`config.mk`:
```
export PLATFORM = sky130hd
export DESIGN_NAME = ds1302_target
export DESIGN_NICKNAME = d
export VERILOG_FILES = /design/src/rtl/ds1302_target.sv
export SDC_FILE = /design/constraint.sdc
export NUM_CORES = 1
export LEC_CHECK = 0
export CAP_MARGIN = 20
export CORE_MARGIN = 2
export CORE_UTILIZATION = 40
export DETAILED_ROUTE_END_ITERATION = 12
export PLACE_DENSITY = 0.65
export SYNTH_ARGS = -nofsm -noshare
export SYNTH_HDL_FRONTEND = slang
export SYNTH_SLANG_ARGS = --single-unit
export TNS_END_PERCENT = 1
```
`constraint.sdc`:
```
create_clock -name clk -period 2.7 [get_ports clk]
set_input_delay 0.27 -clock clk [delete_from_list [all_inputs] [get_ports clk]]
set_output_delay 0.27 -clock clk [all_outputs]
set_load 0.01 [all_outputs]
```
`src/rtl/ds1302_target.sv`:
```
// ds1302_target
//   DS1302-compatible responder for the 3-wire CE/SCLK/IO bus. Decodes an
//   LSB-first command byte, serves one single-byte read or write per CE frame
//   against a clock register set (sec, min, hour, date, month, day, year,
//   control, trickle) and a RAM_BYTES-deep RAM, and keeps sec/min/hour running
//   in BCD from a 1 Hz tick while the CH bit (sec[7]) is clear.
//
// Ports
//   clk, rst_n    system clock, asynchronous active-low reset
//   ce, sclk      bus chip enable / serial clock (asynchronous, synchronized here)
//   io_in         bus data from the pad (asynchronous, synchronized here)
//   io_out, io_oe bus data to the pad and its output enable (tristate built above)
//   tick_1hz      one-clk pulse per second
//   time_sec      seconds register (bit7 = CH), BCD
//   time_min      minutes register, BCD
//   time_hour     hours register, 24h BCD (bit7 ignored)
//   frame_done    one-clk pulse when a byte transfer completes
//   frame_err     one-clk pulse on an invalid command or a CE drop mid-byte

module ds1302_target #(
    parameter int SYNC_STAGES = 2,
    parameter int RAM_BYTES   = 31
) (
    input  logic       clk,
    input  logic       rst_n,
    input  logic       ce,
    input  logic       sclk,
    input  logic       io_in,
    output logic       io_out,
    output logic       io_oe,
    input  logic       tick_1hz,
    output logic [7:0] time_sec,
    output logic [7:0] time_min,
    output logic [7:0] time_hour,
    output logic       frame_done,
    output logic       frame_err
);

    typedef enum logic [2:0] {
        S_IDLE,
        S_CMD,
        S_WDATA,
        S_WCOMMIT,
        S_RDATA,
        S_DONE
    } state_t;

    localparam int RAM_AW = (RAM_BYTES > 1) ? $clog2(RAM_BYTES) : 1;

    localparam logic [4:0] ADDR_SEC     = 5'd0;
    localparam logic [4:0] ADDR_MIN     = 5'd1;
    localparam logic [4:0] ADDR_HOUR    = 5'd2;
    localparam logic [4:0] ADDR_DATE    = 5'd3;
    localparam logic [4:0] ADDR_MONTH   = 5'd4;
    localparam logic [4:0] ADDR_DAY     = 5'd5;
    localparam logic [4:0] ADDR_YEAR    = 5'd6;
    localparam logic [4:0] ADDR_CTRL    = 5'd7;
    localparam logic [4:0] ADDR_TRICKLE = 5'd8;

    // ------------------------------------------------------------------
    // Input synchronizers and SCLK edge detection
    // ------------------------------------------------------------------
    logic [SYNC_STAGES-1:0] ce_sync;
    logic [SYNC_STAGES-1:0] sclk_sync;
    logic [SYNC_STAGES-1:0] io_sync;
    logic                   sclk_prev;
    logic                   ce_s;
    logic                   sclk_s;
    logic                   io_s;
    logic                   sclk_rise;
    logic                   sclk_fall;

    // NOTE: all sequential state is written with non-blocking assignments so
    // every flop in the design samples the values from before the clock edge.
    always_ff @(posedge clk or negedge rst_n) begin
        if (!rst_n) begin
            ce_sync   <= '0;
            sclk_sync <= '0;
            io_sync   <= '0;
            sclk_prev <= 1'b0;
        end else begin
            ce_sync   <= {ce_sync[SYNC_STAGES-2:0], ce};
            sclk_sync <= {sclk_sync[SYNC_STAGES-2:0], sclk};
            io_sync   <= {io_sync[SYNC_STAGES-2:0], io_in};
            sclk_prev <= sclk_s;
        end
    end

    assign ce_s      = ce_sync[SYNC_STAGES-1];
    assign sclk_s    = sclk_sync[SYNC_STAGES-1];
    assign io_s      = io_sync[SYNC_STAGES-1];
    assign sclk_rise = ce_s & sclk_s & ~sclk_prev;
    assign sclk_fall = ce_s & ~sclk_s & sclk_prev;

    // ------------------------------------------------------------------
    // Register file and RAM
    // ------------------------------------------------------------------
    logic [7:0] sec_q;
    logic [7:0] min_q;
    logic [7:0] hour_q;
    logic [7:0] date_q;
    logic [7:0] month_q;
    logic [7:0] day_q;
    logic [7:0] year_q;
    logic [7:0] ctrl_q;
    logic [7:0] trickle_q;
    logic [7:0] ram [RAM_BYTES];

    // ------------------------------------------------------------------
    // Transfer FSM state
    // ------------------------------------------------------------------
    state_t     state_q, state_d;
    logic [2:0] bit_cnt_q, bit_cnt_d;
    logic [7:0] shreg_q, shreg_d;
    logic [4:0] cmd_addr_q, cmd_addr_d;
    logic       cmd_ram_q, cmd_ram_d;
    logic       io_out_d;
    logic       io_oe_d;
    logic       done_d;
    logic       err_d;

    // Byte as it will look once the current io bit is shifted in (LSB first,
    // so new bits enter at the MSB and the first bit ends up in bit 0).
    logic [7:0] shift_in;
    logic [4:0] in_addr;
    logic       in_ram;
    logic [7:0] rd_byte;

    assign shift_in = {io_s, shreg_q[7:1]};
    assign in_addr  = shift_in[5:1];
    assign in_ram   = shift_in[6];

    // Read data is looked up from the command byte being completed, so it is
    // captured into the shift register on the same edge as the 8th command bit.
    always_comb begin
        rd_byte = 8'h00;
        if (in_ram) begin
            if (int'(in_addr) < RAM_BYTES) begin
                rd_byte = ram[in_addr[RAM_AW-1:0]];
            end
        end else begin
            case (in_addr)
                ADDR_SEC:     rd_byte = sec_q;
                ADDR_MIN:     rd_byte = min_q;
                ADDR_HOUR:    rd_byte = hour_q;
                ADDR_DATE:    rd_byte = date_q;
                ADDR_MONTH:   rd_byte = month_q;
                ADDR_DAY:     rd_byte = day_q;
                ADDR_YEAR:    rd_byte = year_q;
                ADDR_CTRL:    rd_byte = ctrl_q;
                ADDR_TRICKLE: rd_byte = trickle_q;
                default:      rd_byte = 8'h00;
            endcase
        end
    end

    // ------------------------------------------------------------------
    // Write commit and timekeeping control
    // ------------------------------------------------------------------
    logic wr_en;
    logic wr_allowed;
    logic wr_commit;
    logic time_wr;
    logic tick_go;
    logic sec_roll;
    logic min_roll;
    logic hour_roll;

    assign wr_en      = (state_q == S_WCOMMIT);
    // Write protect blocks every target except the control register itself,
    // otherwise WP could never be cleared.
    assign wr_allowed = ~ctrl_q[7] | (~cmd_ram_q & (cmd_addr_q == ADDR_CTRL));
    assign wr_commit  = wr_en & wr_allowed;
    assign time_wr    = wr_commit & ~cmd_ram_q & (cmd_addr_q <= ADDR_HOUR);
    // A host write to the time registers wins over a coincident tick.
    assign tick_go    = tick_1hz & ~sec_q[7] & ~time_wr;
    assign sec_roll   = (sec_q[6:0] == 7'h59);
    assign min_roll   = (min_q[6:0] == 7'h59);
    assign hour_roll  = (hour_q[6:0] == 7'h23);

    // Plain BCD step: the low nibble counts up and rolls into the high
    // nibble after 9. Out-of-range host values are stepped without checking.
    function automatic logic [7:0] bcd_inc(input logic [7:0] v);
        if (v[3:0] == 4'h9) begin
            return {v[7:4] + 4'h1, 4'h0};
        end
        return {v[7:4], v[3:0] + 4'h1};
    endfunction

    always_ff @(posedge clk or negedge rst_n) begin
        if (!rst_n) begin
            sec_q     <= 8'h80;
            min_q     <= 8'h00;
            hour_q    <= 8'h00;
            date_q    <= 8'h00;
            month_q   <= 8'h00;
            day_q     <= 8'h00;
            year_q    <= 8'h00;
            ctrl_q    <= 8'h80;
            trickle_q <= 8'h00;
        end else begin
            if (tick_go) begin
                sec_q <= sec_roll ? {sec_q[7], 7'h00} : bcd_inc(sec_q);
                if (sec_roll) begin
                    min_q <= min_roll ? {min_q[7], 7'h00} : bcd_inc(min_q);
                    if (min_roll) begin
                        hour_q <= hour_roll ? {hour_q[7], 7'h00} : bcd_inc(hour_q);
                    end
                end
            end
            if (wr_commit && !cmd_ram_q) begin
                case (cmd_addr_q)
                    ADDR_SEC:     sec_q     <= shreg_q;
                    ADDR_MIN:     min_q     <= shreg_q;
                    ADDR_HOUR:    hour_q    <= shreg_q;
                    ADDR_DATE:    date_q    <= shreg_q;
                    ADDR_MONTH:   month_q   <= shreg_q;
                    ADDR_DAY:     day_q     <= shreg_q;
                    ADDR_YEAR:    year_q    <= shreg_q;
                    ADDR_CTRL:    ctrl_q    <= shreg_q;
                    ADDR_TRICKLE: trickle_q <= shreg_q;
                    default:      ;
                endcase
            end
        end
    end

    // NOTE: the RAM is built from flops and must come up as all zeros, so it
    // is cleared by the asynchronous reset; this rules out a RAM macro.
    always_ff @(posedge clk or negedge rst_n) begin
        if (!rst_n) begin
            for (int i = 0; i < RAM_BYTES; i++) begin
                ram[i] <= 8'h00;
            end
        end else if (wr_commit && cmd_ram_q && (int'(cmd_addr_q) < RAM_BYTES)) begin
            ram[cmd_addr_q[RAM_AW-1:0]] <= shreg_q;
        end
    end

    // ------------------------------------------------------------------
    // Transfer FSM
    // ------------------------------------------------------------------
    always_ff @(posedge clk or negedge rst_n) begin
        if (!rst_n) begin
            state_q    <= S_IDLE;
            bit_cnt_q  <= 3'd0;
            shreg_q    <= 8'h00;
            cmd_addr_q <= 5'd0;
            cmd_ram_q  <= 1'b0;
            io_out     <= 1'b0;
            io_oe      <= 1'b0;
            frame_done <= 1'b0;
            frame_err  <= 1'b0;
        end else begin
            state_q    <= state_d;
            bit_cnt_q  <= bit_cnt_d;
            shreg_q    <= shreg_d;
            cmd_addr_q <= cmd_addr_d;
            cmd_ram_q  <= cmd_ram_d;
            io_out     <= io_out_d;
            io_oe      <= io_oe_d;
            frame_done <= done_d;
            frame_err  <= err_d;
        end
    end

    // NOTE: every signal driven here gets a default first, so no path can
    // leave one unassigned and infer a latch.
    always_comb begin
        state_d    = state_q;
        bit_cnt_d  = bit_cnt_q;
        shreg_d    = shreg_q;
        cmd_addr_d = cmd_addr_q;
        cmd_ram_d  = cmd_ram_q;
        io_out_d   = io_out;
        io_oe_d    = 1'b0;
        done_d     = 1'b0;
        err_d      = 1'b0;

        // A fully shifted write byte commits even if CE drops in that cycle.
        if (state_q == S_WCOMMIT) begin
            done_d = 1'b1;
        end

        if (!ce_s) begin
            state_d = S_IDLE;
            if (state_q inside {S_CMD, S_WDATA, S_RDATA}) begin
                err_d = 1'b1;
            end
        end else begin
            case (state_q)
                S_IDLE: begin
                    bit_cnt_d = 3'd0;
                    state_d   = S_CMD;
                end
                S_CMD: begin
                    if (sclk_rise) begin
                        shreg_d   = shift_in;
                        bit_cnt_d = bit_cnt_q + 3'd1;
                        if (bit_cnt_q == 3'd7) begin
                            if (!shift_in[7]) begin
                                err_d   = 1'b1;
                                state_d = S_DONE;
                            end else begin
                                cmd_addr_d = in_addr;
                                cmd_ram_d  = in_ram;
                                if (shift_in[0]) begin
                                    shreg_d = rd_byte;
                                    state_d = S_RDATA;
                                end else begin
                                    state_d = S_WDATA;
                                end
                            end
                        end
                    end
                end
                S_WDATA: begin
                    if (sclk_rise) begin
                        shreg_d   = shift_in;
                        bit_cnt_d = bit_cnt_q + 3'd1;
                        if (bit_cnt_q == 3'd7) begin
                            state_d = S_WCOMMIT;
                        end
                    end
                end
                S_WCOMMIT: begin
                    state_d = S_DONE;
                end
                S_RDATA: begin
                    io_oe_d = io_oe;
                    if (sclk_fall) begin
                        // The counter wraps back to 0 after the 8th bit, so
                        // "driving and count 0" marks the fall that ends the byte.
                        if (io_oe && (bit_cnt_q == 3'd0)) begin
                            io_oe_d = 1'b0;
                            done_d  = 1'b1;
                            state_d = S_DONE;
                        end else begin
                            io_out_d  = shreg_q[0];
                            shreg_d   = {1'b0, shreg_q[7:1]};
                            io_oe_d   = 1'b1;
                            bit_cnt_d = bit_cnt_q + 3'd1;
                        end
                    end
                end
                S_DONE: begin
                    state_d = S_DONE;
                end
                default: begin
                    state_d = S_IDLE;
                end
            endcase
        end
    end

    assign time_sec  = sec_q;
    assign time_min  = min_q;
    assign time_hour = hour_q;

endmodule

```
==> results.sh, run 1 <==
export IMPL_outcome="complete, no violations"
export IMPL_synth_distinct_cells=76
export IMPL_vias=11200
export IMPL_timing_setup_tns_ps=0
export IMPL_path_clk_slew_ps=60
export IMPL_end_kind="flip-flop"
export IMPL_dr_first_iter_drc_count=1056
export IMPL_slew_headroom_pct=56.8
export IMPL_preCtsSetupSlack_ps=174
export IMPL_final_common_cell="dfrtp_1"
export IMPL_core_um2=42100
export IMPL_synth_cells=1287
export IMPL_cp_start_kind="flip-flop"
export IMPL_synth_seq_cells=351
export IMPL_clock_skew_final_ps=24.7
export IMPL_synth_compound_area_share_pct=6.18
export IMPL_synth_nets=1304
export IMPL_h_tree_depth=2
export IMPL_crit_required_ps=3100
export IMPL_setup_ws_ps=115
export IMPL_clock_sinks=351
export IMPL_arrival_ps=2980
export IMPL_r2r_end="shreg_q[1]$_DFFE_PN0P_"
export IMPL_row_count=75
export IMPL_setup_viol=0
export IMPL_yosys_area_share_adder_pct=0.862
export IMPL_reg2reg_slack_ps=120
export IMPL_p_total_mw=14.6
export IMPL_grt_remaining_overflow=0
export IMPL_finalMaxSlewViolations=0
export IMPL_ys_warn_count=0
export IMPL_hold_slack_ps=178
export IMPL_pin_count=34
export IMPL_totalWireLength_mm=43.2
export IMPL_synth_edff_count=0
export IMPL_clk_insertion_delay_late_ps=540
export IMPL_chipHeight_um=211
export IMPL_layout_common_cells="344 x dfrtp_1, 311 x mux2_2, 72 x nand2_1"
export IMPL_post_place_cells=1845
export IMPL_die_area_um2=44500
export IMPL_ant_nets=0
export IMPL_drc=0
export IMPL_num_antenna_cells=0
export IMPL_cts_made_buffers=38
export IMPL_finalNonFillerCells=1914
export IMPL_synth_largest_area_cell="dfrtp_1"
export IMPL_hold_violations=0
export IMPL_grtUsageTotal_pct=19.9
export IMPL_cts_resized=0
export IMPL_n_fill_cell=3665
export IMPL_p_leak_nw=9.05
export IMPL_hold_depth=1
export IMPL_routedWlPerCell_um=22.6
export IMPL_finalCritPeriodShare_pct=95.7
export IMPL_cts_tree="yes"
export IMPL_rsz0062_at_grt="no"
export IMPL_synthArstFlopShare_pct=100
export IMPL_place_gp_congestion=0.867
export IMPL_drive_above_1_share_pct=40.6
export IMPL_viasPerCell=5.83
export IMPL_power_density_nw_per_um2=742
export IMPL_finalNetCount=1364
export IMPL_synth_main_ff_cell="dfrtp_1"
export IMPL_first_pass_iters=5
export IMPL_dp_hpwl_mm=28.9
export IMPL_antenna_found_initial=0
export IMPL_synth_area_um2=17100
export IMPL_clk_path_buf_depth=3
export IMPL_synth_simple_gate_area_share_pct=7.66
export IMPL_synthDominantCellAreaShare_pct=51.0
export IMPL_hp_class="input pin to flip-flop"
export IMPL_die_w_um=211
export IMPL_grt_pass1_wl_mm=68.4
export IMPL_initial_core_util_pct=40.6
export IMPL_fin_crit_ps=2580
export IMPL_clock_root_buffer="clkbuf_16"
export IMPL_peakVddDrop_v=0.000541
export IMPL_grt_pass1_vias=11400
export IMPL_worstMarginPinSlew_ps=644
export IMPL_synth_xor_area_share_pct=0.307
export IMPL_cts_setup_buffers=0
export IMPL_crit_fanout=20
export IMPL_grt_max_degree=78
export IMPL_worstRegToRegCells=5
export IMPL_crit_type="flip-flop to flip-flop"
export IMPL_areaGrowthSynthToFinish_pct=15.2
export IMPL_ys_seq_area_share_pct=51.3
export IMPL_r2r_start="shreg_q[2]$_DFFE_PN0P_"
export IMPL_synth_avg_cell_area_um2=13.3
export IMPL_hold_path_startpoint="ce"
export IMPL_synthMuxAreaShare_pct=30.7
export IMPL_placement_io_buffers=33
export IMPL_synthTopCellsByArea="dfrtp_1 51%, mux2_2 20%, mux4_2 8.4%"
export IMPL_fmaxAchievable_mhz=387
export IMPL_synth_top_family_by_area="multiplexers"
export IMPL_drv_cap=0
export IMPL_min_to="ce_sync[0]$_DFF_PN0_"
==> cells in the mapped netlist, types with 4 or more instances <==
master and number:
and3b_1 4, mux4_2 64, buf_2 30, nand3b_1 4, mux2_2 311, nor3_1 12
nor2_2 4, nand2_2 9, a21oi_1 24, nor3b_1 7, o221ai_1 5, nor2b_1 15
and2_1 5, ha_1 11, a221oi_1 4, o211ai_1 6, a22oi_1 9, a32oi_1 5
buf_4 7, inv_1 17, a211oi_1 6, nand2b_1 11, nand3_1 26, xnor2_1 5
a31o_2 5, and3_1 6, mux2i_1 32, clkbuf_1 55, dfrtp_1 349, nand4_1 6
o21ai_0 37, a31oi_1 16, o2bb2ai_1 4, nor2_1 34, or2_2 4, nand2_1 72
==> through the flow <==
step | instance area [um2] | utilization, %
3_5_place_dp | 18400 | 43.8
2_1_floorplan | 17100 | -
4_1_cts | 19700 | 46.8
5_1_grt | 19700 | 46.8
3_3_place_gp | 18400 | 43.8
6_report | 19700 | 46.8
==> cell type report <==
cell class                 instances  area [um2]  area share, %
clock buffer                      54        1110           5.64
tap                              539         674           3.42
multi-input combinational        821        7830           39.7
clock inverter                    14         146          0.742
timing repair buffer             115        1080           5.47
sequential                       351        8800           44.6
inverter                          20        75.1          0.381
==> sequential cells by signal, summed over array words and instances, names as in the netlist, 2 cells and up <==
signal      cells
ram           248
year_q          8
time_min        8
day_q           8
date_q          8
trickle_q       8
shreg_q         8
bit_cnt_q       3
month_q         8
sclk_sync       2
time_hour       8
state_q         3
cmd_addr_q      5
time_sec        8
ce_sync         2
ctrl_q          8
io_sync         2
==> cells by family after synthesis <==
group | after synthesis
buffers and inverters | 115
AOI/OAI and AO/OA | 154
adders and majority gates | 12
xor gates and xnor gates | 6
DFF | 351
muxes | 407
and+or+nand+nor | 242
==> repair_timing <==
item	in CTS	in global routing
endpoints found under the hold margin	68	0
endpoints found under the setup margin	0	0
hold buffers	1	0
==> power breakdown <==
part	internal, mW	switching [mW]	leakage [nW]
Sequential	5.44	0.411	4.78
Clock	3.07	2.15	0.628
Combinational	1.40	2.16	3.65
Total	9.91	4.72	9.05
==> worst max-delay path, stage by stage (launching register included) <==
cell      delay (ps)
dfrtp_4          660
buf_4            270
mux4_2           510
mux4_2           500
mux2i_1          330
o311ai_0         150
==> worst max-delay path by stage <==
stage | start | endpoint | slack, ps
2_1_floorplan | state_q[2]$_DFFE_PN0P_ | ram[216]$_DFFE_PN0P_ | 610
3_3_place_gp | shreg_q[2]$_DFFE_PN0P_ | shreg_q[1]$_DFFE_PN0P_ | 210
3_5_place_dp | shreg_q[2]$_DFFE_PN0P_ | shreg_q[1]$_DFFE_PN0P_ | 170
4_1_cts | shreg_q[2]$_DFFE_PN0P_ | shreg_q[1]$_DFFE_PN0P_ | 140
5_1_grt | shreg_q[2]$_DFFE_PN0P_ | shreg_q[1]$_DFFE_PN0P_ | 20
6_report | shreg_q[2]$_DFFE_PN0P_ | shreg_q[1]$_DFFE_PN0P_ | 120
==> layer usage <==
layer / global-route usage (%) / up-vias / part of all wire, %
met5: 0 / - / 0
met1: 28.3 / 5855 / 46
met2: 31.6 / 318 / 47
met4: 6.29 / 0 / 2.6
li1: - / 4910 / -
met3: 3.09 / 72 / 5.0
Note: power is estimated with default switching activity, not from simulation.
==> run 2: changes to the inputs <==
PLACE_DENSITY = 0.53   (was 0.65)
RECOVER_POWER = 100   (was not set)
==> run 2 against run 1 <==
  * Hold slack improved by 90 ps
  * Cell count increased by 0.16%
  * Register-to-register slack improved by 40 ps
  * Sequential share of layout area about the same
  * Total power increased by 4.0%
  * Final area increased by 0.11%
  * Critical path depth decreased by 1
  * Die area unchanged
  * Global-route usage increased by 1.1 points
  * Core utilization increased by 0.051 points
  * Largest cell class unchanged
==> results.sh, run 2 (same netlist as run 1, synthesis figures left out) <==
export IMPL_p_leak_nw=9.04
export IMPL_path_clk_slew_ps=60
export IMPL_fin_crit_ps=2550
export IMPL_place_gp_congestion=0.841
export IMPL_post_place_cells=1845
export IMPL_power_density_nw_per_um2=771
export IMPL_final_common_cell="dfrtp_1"
export IMPL_die_w_um=211
export IMPL_dr_first_iter_drc_count=878
export IMPL_clockPowerShare_pct=37.9
export IMPL_hp_class="input pin to flip-flop"
export IMPL_ant_nets=0
export IMPL_route_top_layer_used="met4"
export IMPL_p_int_mw=10.4
export IMPL_drc=0
export IMPL_n_fill_cell=3758
export IMPL_clock_skew_final_ps=17.6
export IMPL_crit_fanout=11
export IMPL_route_met3_wl_mm=1.66
export IMPL_outcome="complete, no violations"
export IMPL_crit_buf_inv=1
export IMPL_totalWireLength_mm=45.1
export IMPL_areaGrowthSynthToFinish_pct=15.3
export IMPL_clock_sinks=351
export IMPL_top_register="ram"
export IMPL_wl_met1_mm=21.0
export IMPL_placement_io_buffers=33
export IMPL_chipHeight_um=211
export IMPL_first_pass_iters=5
export IMPL_grt_pass1_wl_mm=70.6
export IMPL_setup_viol=0
export IMPL_row_count=75
export IMPL_fmaxAchievable_mhz=393
export IMPL_max_stage_delay_ps=770
export IMPL_initial_core_util_pct=40.6
export IMPL_wl_met2_mm=21.3
export IMPL_largest_reg_flops=248
export IMPL_cp_top_family="simple AND/OR/NAND/NOR gates"
export IMPL_arrival_ps=2980
export IMPL_cp_cell_sequence="nor3b_1 > nor4b_2 > buf_4 > mux2_2"
export IMPL_cts_setup_buffers=0
export IMPL_seq_power_share_pct=38.7
export IMPL_hold_violations=0
export IMPL_antenna_found_initial=0
export IMPL_clk_insertion_delay_late_ps=550
export IMPL_slowest_stage="nor3b_1"
export IMPL_routedWlPerCell_um=23.6
export IMPL_dp_hpwl_mm=29.8
export IMPL_vias=10900
export IMPL_crit_type="flip-flop to flip-flop"
export IMPL_finalMaxSlewViolations=0
export IMPL_die_area_um2=44500
export IMPL_peakVddDrop_v=0.000570
export IMPL_cp_start_kind="flip-flop"
export IMPL_drive_above_1_share_pct=39.0
export IMPL_slew_headroom_pct=20.9
export IMPL_h_tree_depth=2
export IMPL_grt_remaining_overflow=0
export IMPL_core_um2=42100
export IMPL_crit_required_ps=3130
export IMPL_pin_count=34
export IMPL_netSwitchingFraction_pct=31.9
export IMPL_clock_root_buffer="clkbuf_16"
export IMPL_rsz0062_at_grt="no"
export IMPL_worstMarginPinSlew_ps=1190
export IMPL_finalNonFillerCells=1917
export IMPL_timing_setup_tns_ps=0
export IMPL_cts_tree="yes"
export IMPL_setup_ws_ps=152
export IMPL_drv_cap=0
export IMPL_layout_common_cells="344 x dfrtp_1, 310 x mux2_2, 81 x nand2_1"
export IMPL_finalCritPeriodShare_pct=94.4
export IMPL_grt_max_degree=122
export IMPL_clk_path_buf_depth=3
export IMPL_p_total_mw=15.2
export IMPL_end_kind="flip-flop"
export IMPL_num_antenna_cells=0
export IMPL_grtUsageTotal_pct=21.0
export IMPL_viasPerCell=5.70
export IMPL_finalNetCount=1366
export IMPL_preCtsSetupSlack_ps=92.9
export IMPL_switching_power_mw=4.85
export IMPL_cts_made_buffers=40
export IMPL_grt_pass1_vias=11300
export IMPL_power_frac_comb_pct=23.4
==> run 2: per-layer routing <==
| layer | global-route usage, % | vias up |
|---|---|---|
| met1 | 29.4 | 5725 |
| met5 | 0 | - |
| met4 | 6.85 | 0 |
| met3 | 3.05 | 67 |
| met2 | 33.7 | 243 |
| li1 | - | 4894 |
==> run 2: power groups by stage <==
| stage | logic, mW | registers [mW] | clock network (mW) |
|---|---|---|---|
| 6_report | 3.56 | 5.89 | 5.77 |
| 5_1_grt | 3.84 | 5.92 | 6.13 |
| 4_1_cts | 3.64 | 5.90 | 5.93 |
| 3_5_place_dp | 3.63 | 6.00 | 0 |
| 3_3_place_gp | 3.63 | 5.99 | 0 |
| 2_1_floorplan | 2.22 | 5.71 | 0 |
==> run 2: worst paths after layout <==
kind / endpoint / cells past startpoint / from / slack (ps)
max: ram[154]$_DFFE_PN0P_ / 4 / cmd_addr_q[3]$_DFFE_PN0P_ / 150
min: io_sync[0]$_DFF_PN0_ / 1 / io_in / 270
max reg2reg: ram[154]$_DFFE_PN0P_ / 4 / cmd_addr_q[3]$_DFFE_PN0P_ / 150
min reg2reg: sclk_sync[1]$_DFF_PN0_ / 0 / sclk_sync[0]$_DFF_PN0_ / 350
max in group asynchronous: shreg_q[5]$_DFFE_PN0P_ / 3 / rst_n / 620
min in group asynchronous: month_q[0]$_DFFE_PN0P_ / 2 / rst_n / 510
==> run 2: final cells by class <==
class	instances	area (um2)	share of cell area (%)
clock buffers	61	1250	6.34
clock inverters	10	159	0.805
inverters	20	75.1	0.380
multi-input cells	821	7790	39.5
flip-flops and latches	351	8800	44.6
well taps	539	674	3.42
repair buffers	115	995	5.04
==> run 2: worst reg2reg max path, cell delays in order (launching register included) <==
cell,delay (ps)
dfrtp_1,570
nor3b_1,770
nor4b_2,440
buf_4,280
mux2_2,360
==> run 2: repair_timing <==
action / CTS / global route
resized for setup: 0 / 1
hold endpoints to repair: 40 / 0
endpoints found under the setup margin: 0 / 1
hold buffers: 1 / 0
==> run 2: metrics by stage <==
stage / hold WS, ps / area, um2 / utilization [%]
4_1_cts: 124 / 19800 / 47.1
5_1_grt: 252 / 19700 / 46.8
3_5_place_dp: 199 / 18400 / 43.7
6_report: 269 / 19700 / 46.8
3_3_place_gp: 202 / 18400 / 43.7
2_1_floorplan: -25.6 / 17100 / -
==> run 3: changes to the inputs <==
ABC_CLOCK_PERIOD_IN_PS = 2700   (was not set)
==> results of run 3 <==
Same layout as run 2: the final DEF is identical, and so are final timing and power.
